==> src/rtl/i2c_init_pkg.sv <==
// rtl/i2c_init_pkg.sv - shared state encoding and command-table entry layout for i2c_init_seq
package i2c_init_pkg;

    typedef enum logic [2:0] {
        IDLE,
        FETCH,
        ISSUE,
        WAIT_I2C,
        SLEEP,
        DONE,
        ERROR
    } state_t;

    localparam int ENTRY_ADDR_MSB = 15;
    localparam int ENTRY_ADDR_LSB = 8;
    localparam int ENTRY_DATA_MSB = 7;
    localparam int ENTRY_DATA_LSB = 0;

    localparam logic [7:0] DELAY_CMD_ADDR = 8'hFF;

endpackage

==> src/rtl/init_delay_cnt.sv <==
// rtl/init_delay_cnt.sv - loadable down-counter with a one-cycle terminal pulse
module init_delay_cnt #(
    parameter int CNT_W = 16
) (
    input  logic             clk,
    input  logic             reset,
    input  logic             load,
    input  logic [CNT_W-1:0] load_val,
    output logic             tc
);

    logic [CNT_W-1:0] count;
    logic             active;

    // Loading N-1 yields tc on the N-th cycle after the load edge; reload wins over expiry.
    always_ff @(posedge clk) begin
        if (!reset) begin
            count  <= '0;
            active <= 1'b0;
        end else if (load) begin
            count  <= load_val;
            active <= 1'b1;
        end else if (active) begin
            if (count == '0) begin
                active <= 1'b0;
            end else begin
                count <= count - 1'b1;
            end
        end
    end

    assign tc = active && (count == '0);

endmodule

==> src/rtl/i2c_init_seq.sv <==
// rtl/i2c_init_seq.sv - I2C register-init sequencer; INIT_SEQ_DELAY_CMD_EN enables 8'hFF delay entries
module i2c_init_seq
    import i2c_init_pkg::*;
#(
    parameter int CMD_NUM      = 28,
    parameter int ROM_AW       = 5,
    parameter int DELAY_CYCLES = 50000,
    parameter int CNT_W        = 16,
    parameter int MAX_RETRY    = 3
) (
    input  logic              clk,
    input  logic              reset,
    input  logic              start,
    output logic              rom_en,
    output logic [ROM_AW-1:0] rom_addr,
    input  logic [15:0]       rom_data,
    output logic [7:0]        reg_addr,
    output logic [7:0]        reg_data,
    output logic              write_i2c_en,
    input  logic              i2c_done,
    input  logic              i2c_nack,
    output logic              busy,
    output logic              done,
    output logic              error,
    output logic [ROM_AW-1:0] cmd_idx
);

    localparam int                RW        = (MAX_RETRY < 1) ? 1 : $clog2(MAX_RETRY + 1);
    localparam logic [ROM_AW-1:0] LAST_IDX  = ROM_AW'(CMD_NUM - 1);
    localparam logic [CNT_W-1:0]  DLY_LOAD  = CNT_W'(DELAY_CYCLES - 1);
    localparam logic [RW-1:0]     RETRY_MAX = RW'(MAX_RETRY);

    state_t            state, next_state;
    logic [ROM_AW-1:0] idx_q, fetch_idx;
    logic [RW-1:0]     retry_cnt;
    logic [7:0]        periods;
    logic [7:0]        ent_addr, ent_data;
    logic              tc, sleep_end, retry_pend, is_delay_cmd, dly_load, rom_req;

    assign ent_addr = rom_data[ENTRY_ADDR_MSB:ENTRY_ADDR_LSB];
    assign ent_data = rom_data[ENTRY_DATA_MSB:ENTRY_DATA_LSB];

`ifdef INIT_SEQ_DELAY_CMD_EN
    assign is_delay_cmd = (ent_addr == DELAY_CMD_ADDR);
`else
    assign is_delay_cmd = 1'b0;
`endif

    // A nonzero retry count at SLEEP exit means the last attempt was NACKed.
    assign retry_pend = (retry_cnt != '0);
    assign sleep_end  = (state == SLEEP) && tc && (periods == 8'd1);
    assign dly_load   = ((next_state == SLEEP) && (state != SLEEP))
                      || ((state == SLEEP) && tc && (periods != 8'd1));

    init_delay_cnt #(.CNT_W(CNT_W)) u_delay (
        .clk      (clk),
        .reset    (reset),
        .load     (dly_load),
        .load_val (DLY_LOAD),
        .tc       (tc)
    );

    always_ff @(posedge clk) begin
        if (!reset) begin
            state <= IDLE;
        end else begin
            state <= next_state;
        end
    end

    always_comb begin
        next_state = state;
        case (state)
            IDLE:     if (start) next_state = FETCH;
            FETCH:    next_state = is_delay_cmd ? SLEEP : ISSUE;
            ISSUE:    next_state = WAIT_I2C;
            WAIT_I2C: begin
                if (i2c_done) begin
                    if (i2c_nack && (retry_cnt == RETRY_MAX)) begin
                        next_state = ERROR;
                    end else begin
                        next_state = SLEEP;
                    end
                end
            end
            SLEEP: begin
                if (sleep_end) begin
                    next_state = (!retry_pend && (idx_q == LAST_IDX)) ? DONE : FETCH;
                end
            end
            DONE:     next_state = IDLE;
            ERROR:    next_state = IDLE;
            default:  next_state = IDLE;
        endcase
    end

    // rom_en and the index it addresses are combinational so the ROM word arrives in FETCH.
    always_comb begin
        rom_req      = 1'b0;
        fetch_idx    = idx_q;
        write_i2c_en = 1'b0;
        done         = 1'b0;
        error        = 1'b0;
        busy         = (state != IDLE);
        case (state)
            IDLE: begin
                if (start) begin
                    rom_req   = 1'b1;
                    fetch_idx = '0;
                end
            end
            SLEEP: begin
                if (sleep_end && (retry_pend || (idx_q != LAST_IDX))) begin
                    rom_req   = 1'b1;
                    fetch_idx = retry_pend ? idx_q : idx_q + 1'b1;
                end
            end
            ISSUE:   write_i2c_en = 1'b1;
            DONE:    done = 1'b1;
            ERROR:   error = 1'b1;
            default: ;
        endcase
        rom_en   = rom_req && reset;
        cmd_idx  = rom_en ? fetch_idx : idx_q;
        rom_addr = cmd_idx;
    end

    always_ff @(posedge clk) begin
        if (!reset) begin
            idx_q     <= '0;
            retry_cnt <= '0;
            periods   <= '0;
            reg_addr  <= '0;
            reg_data  <= '0;
        end else begin
            if (rom_en) begin
                idx_q <= fetch_idx;
            end else if ((state == SLEEP) && (next_state == DONE)) begin
                idx_q <= '0;
            end

            if ((state == IDLE) && start) begin
                retry_cnt <= '0;
            end else if ((state == WAIT_I2C) && i2c_done) begin
                if (!i2c_nack) begin
                    retry_cnt <= '0;
                end else if (retry_cnt < RETRY_MAX) begin
                    retry_cnt <= retry_cnt + 1'b1;
                end
            end

            if ((state == FETCH) && is_delay_cmd) begin
                periods <= (ent_data == 8'd0) ? 8'd1 : ent_data;
            end else if ((state == WAIT_I2C) && i2c_done) begin
                periods <= 8'd1;
            end else if ((state == SLEEP) && tc && (periods != 8'd1)) begin
                periods <= periods - 1'b1;
            end

            if (state == FETCH) begin
                reg_addr <= ent_addr;
                reg_data <= ent_data;
            end
        end
    end

endmodule

==> config.mk <==
export PLATFORM = sky130hd
export DESIGN_NAME = i2c_init_seq
export DESIGN_NICKNAME = d
export VERILOG_FILES = /design/src/rtl/i2c_init_pkg.sv /design/src/rtl/init_delay_cnt.sv /design/src/rtl/i2c_init_seq.sv
export SDC_FILE = /design/constraint.sdc
export NUM_CORES = 1
export LEC_CHECK = 0
export CAP_MARGIN = 20
export CORE_MARGIN = 4
export CORE_UTILIZATION = 37
export CTS_BUF_LIST = sky130_fd_sc_hd__clkbuf_2
export DETAILED_ROUTE_END_ITERATION = 7
export GPL_TIMING_DRIVEN = 0
export SLEW_MARGIN = 10
export SYNTH_ARGS = -nofsm -noshare
export SYNTH_HDL_FRONTEND = slang
export SYNTH_SLANG_ARGS = --single-unit
export TNS_END_PERCENT = 5
==> constraint.sdc <==
create_clock -name clk -period 9.4 [get_ports clk]
set_clock_uncertainty 0.15 [all_clocks]
set_input_delay 2.35 -clock clk [delete_from_list [all_inputs] [get_ports clk]]
set_output_delay 2.35 -clock clk [all_outputs]
set_load 0.05 [all_outputs]
# Word-level counts from Yosys, hierarchy flattened
# Cells that the tools add are included.
# totals
input_bits	21
latch_bits	0
memories	0
ram_bits	0
output_inout_bits	31
romBits	0
wordCells	90
regBits	51
# classes
order_cmp	1
n_reduce_logical	28
n_eq_ne	16
div	0
shifts	0
mux	29
bitwise_logic	2
addsub	4
mul	0
# ops
operator	n
16-bit two-way mux	3
5-bit two-way mux	6
16-bit logical NOT	1
16-bit by 1-bit subtractor with 16-bit output, second input constant	1
3-bit == test, second input constant	5
3-bit case mux with 5 select lines	1
1-bit logical AND	12
3-bit two-way mux	4
1-bit two-way mux	10
5-bit case mux with 2 select lines	1
8-bit by 1-bit == test with 1-bit output, second input constant	1
8-bit by 1-bit != test with 1-bit output, second input constant	1
2-bit nonzero test	4
8-bit by 1-bit subtractor with 8-bit output, second input constant	1
3-bit by 2-bit == test with 1-bit output, second input constant	2
2-bit two-way mux	3
2-bit AND reduction	3
2-bit OR reduction	3
5-bit by 1-bit adder with 5-bit output, second input constant	1
5-bit == test, second input constant	1
5-bit != test, second input constant	1
3-bit by 1-bit == test with 1-bit output, second input constant	1
3-bit logical NOT	1
3-bit != test, second input constant	1
other kinds (10)	12

# Longest topological paths before layout
# logic_depth
ltp_word	11
depth_mapped	9

# Cells and area by module
# A second synthesis with hierarchy kept.
# unflattened
hier_cells	367
hier_area_um2	2977.9
# by_module_without_submodules
module	instances	seq_area_each_um2	cells_each	area_per_inst_um2
i2c_init_seq	1	680.7	231	1881.8
init_delay_cnt	1	340.3	136	1096.1

# Worst setup path after synthesis
# No wires, ideal clock.
# synth_timing
path_type	input port to output port
startpoint	in reset
endpoint	out rom_addr[0]
path_stages	4
t_arrival_ns	4.474
t_required_ns	6.900
slack_ns	2.426
path_cell_list	clkbuf_1 -> nand2_1 -> o31ai_1 -> buf_4
# synth_via
elab_chain_cells	2
# synth_rtl
item	line_no	text
start, declared	i2c_init_seq.sv:12	input logic reset,
1-bit logical AND	i2c_init_seq.sv:123	rom_en = rom_req && reset;
5-bit two-way mux	i2c_init_seq.sv:124	cmd_idx = rom_en ? fetch_idx : idx_q;
end, declared	i2c_init_seq.sv:15	output logic [ROM_AW-1:0] rom_addr,
# Every way passes these cells.

# Worst setup path in the final report
# Ends and elaborated chain as after synthesis.

==> run summary <==
vias in the first global route -> 2259
Post-Syn Area -> 2770 um2
synth unique cells -> 57
CP startpoint -> reset
Die Y -> 94.5 um
setup total negative slack -> 0 ns
largest net degree at the start of global routing -> 18
CTS root buffer -> clkbuf_2
DPL Wire Length -> 4510 um
DRT iter0 DRCs -> 62
max-slew violation count -> 0
max_slew headroom -> 50.8%
DIE AREA -> 8940 um2
critical path's slowest cell -> clkdlybuf4s50_1
detailed-route via count -> 2370
DRC violations left -> 0
max incr delay on CP -> 0.79 ns
Initial Util -> 38.2%
hold_buf cts -> 0
Synth area leaders -> dfxtp_1, nand2_1, a21boi_0, xor2_1, ha_1
routability congestion estimate -> 0.827
Worst EP arrival -> 4.84 ns
register bit total from synthesis -> 51
All-Layer GR Usage -> 14.3%
IO buf count -> 51
Cell Chain, Critical Path -> clkdlybuf4s50_1 -> clkbuf_1 -> nand2_1 -> o31ai_1 -> buf_4 -> clkdlybuf4s50_1
register area share after synthesis -> 36.8%
Reg-to-Reg Start -> u_delay.count[0]
leading area contributor after synthesis -> dfxtp_1
Syn Nets -> 347
RSZ-0062 raised after global routing -> no
critical path's most frequent cell -> clkdlybuf4s50_1
WP data required -> 6.90 ns
first-pass GRT wire length -> 10300 um
CP Capture Type -> output pin
Lkg Pwr -> 1.23 nW
worst r2r dst -> idx_q[4]
H-tree levels -> 2
status -> finished clean
critical path depth -> 6
CP bufs+invs -> 4
grt total ovfl -> 0
Min-Delay Path Depth -> 2
DIE WIDTH -> 94.5 um
final core occ -> 48.0%
HP Start -> reg_addr[7]
Total Wirelength -> 6000 um
Max Freq -> 136 MHz
maximum VDD drop -> 0.0605 mV
Final period util -> 78.1%
Ys Warns -> 0
Mapped Cells -> 319
share of layout cells above drive strength 1 -> 8.99%
Primary FF master, synth -> dfxtp_1
CTS tree -> built
CP Launch Type -> primary input
Worst-path clk slew -> 0.28 ns
Synth top area share -> 36.8%
Avg Synthesized Cell Area -> 8.69 um2
ant diodes -> 0
vias per cell -> 4.97
final hold vios -> 0
Resized cells post-CTS -> 0
Power Density -> 137 nW/um2
MaxCap Viol Count -> 0
Core ar. -> 7250 um2
Worst-Skew Late Latency -> 0.44 ns
WS Path Type -> in2out
most frequent cells in the layout -> dfxtp_1, clkdlybuf4s50_1, nand2_1
Post-CTS Setup Repair Bufs -> 0
flop2flop setup slack -> 6.83 ns
Worst Hold Class -> reg2reg
worst-path fanout max -> 10
drt pass-1 iters -> 4
CTS max path bufs -> 2
post-layout minimum cycle time -> 7.34 ns
worst slew pin tran -> 0.736 ns
asr flop ratio synth -> 0%
EDFF count, synth -> 0
Core Rows -> 31
final setup vio count -> 0
area grow syn2layout -> 25.5%
# nets final -> 405
Crit path max-delay family -> buffers and inverters
TritonCTS Buffers -> 5
CTS Sinks -> 51
post-route ant nets -> 0
worst setup path end -> rom_addr[0]
initial antenna violation count -> 0
worst r2r path cells -> 7
average wire per standard cell -> 12.6 um
Filler Cell Count -> 736
I/O pin cnt -> 52
## worst min-delay path by stage
stage                         to  slack, ns
detailed placement   reg_addr[7]       0.31
CTS                  reg_addr[7]       0.34
global placement     reg_addr[3]       0.30
global route         reg_addr[5]       0.36
finish               reg_addr[7]       0.33
floorplan           retry_cnt[1]       0.30
## power by group
part           internal [W]  total [W]  switching (W)
clock             0.0000466   0.000123      0.0000759
sequential         0.000226   0.000233     0.00000728
combinational     0.0000472   0.000121      0.0000736
total              0.000320   0.000477       0.000157
## state kept, by name, summed over array words and instances (netlist names)
| signal | flops |
|---|---|
| retry_cnt | 2 |
| periods | 8 |
| u_delay.count | 16 |
| state | 3 |
| reg_addr | 8 |
| idx_q | 5 |
| reg_data | 8 |
| u_delay.active | 1 |
## synth_stat cells, types with 7 or more instances
cell type and number:
a21boi_0 19, a21boi_1 8, a21oi_1 13, clkbuf_1 12, dfxtp_1 51, ha_1 7
inv_1 9, nand2_1 50, nand3_1 8, nor2_1 23, nor3_1 7, xnor2_1 8
xor2_1 11
## cell type report
type	instances	area [um2]	area share (%)
multi-input combinational	240	1620	46.5
sequential	51	1020	29.4
timing repair buffer	51	510	14.7
tap	99	124	3.56
buffer	19	98.8	2.84
clock inverter	3	47.5	1.37
inverter	9	33.8	0.971
clock buffer	5	25.0	0.719
## worst register-to-register path: cells and delay by family, from the launching register on
family	cells	cell delay [ns]
compound gates	1	0.13
buf+inv	1	0.12
fa+ha+maj	1	0.18
flops	1	0.38
simple gates	4	1.57
## per-stage QoR
stage,setup slack (ns),hold WS (ns),power (W),instances,area (um2)
finish,2.06,0.335,0.000477,477,3480
CTS,2.01,0.338,0.000485,477,3480
detailed placement,2.01,0.310,0.000359,469,3410
floorplan,2.43,0.299,0.000320,319,2770
global placement,2.07,0.300,0.000358,469,3410
global route,1.88,0.356,0.000504,477,3480
## routing by layer
metal	global-route usage [%]	vias up	share of wire (%)
li1	-	1244	-
met1	19.2	1080	49
met2	22.5	40	45
met3	4.38	6	5.2
met4	3.73	0	0.97
met5	0	-	0
## kinds of logic after synthesis
| kind of cell | synth area share [%] |
|---|---|
| buf+inv | 4.79 |
| simple gates | 30.8 |
| fa+ha+maj | 3.16 |
| compound gates | 16.6 |
| flops | 36.8 |
| mux | 1.85 |
| xor+xnor | 6.00 |
No activity file was read; power rests on OpenSTA's default activity.
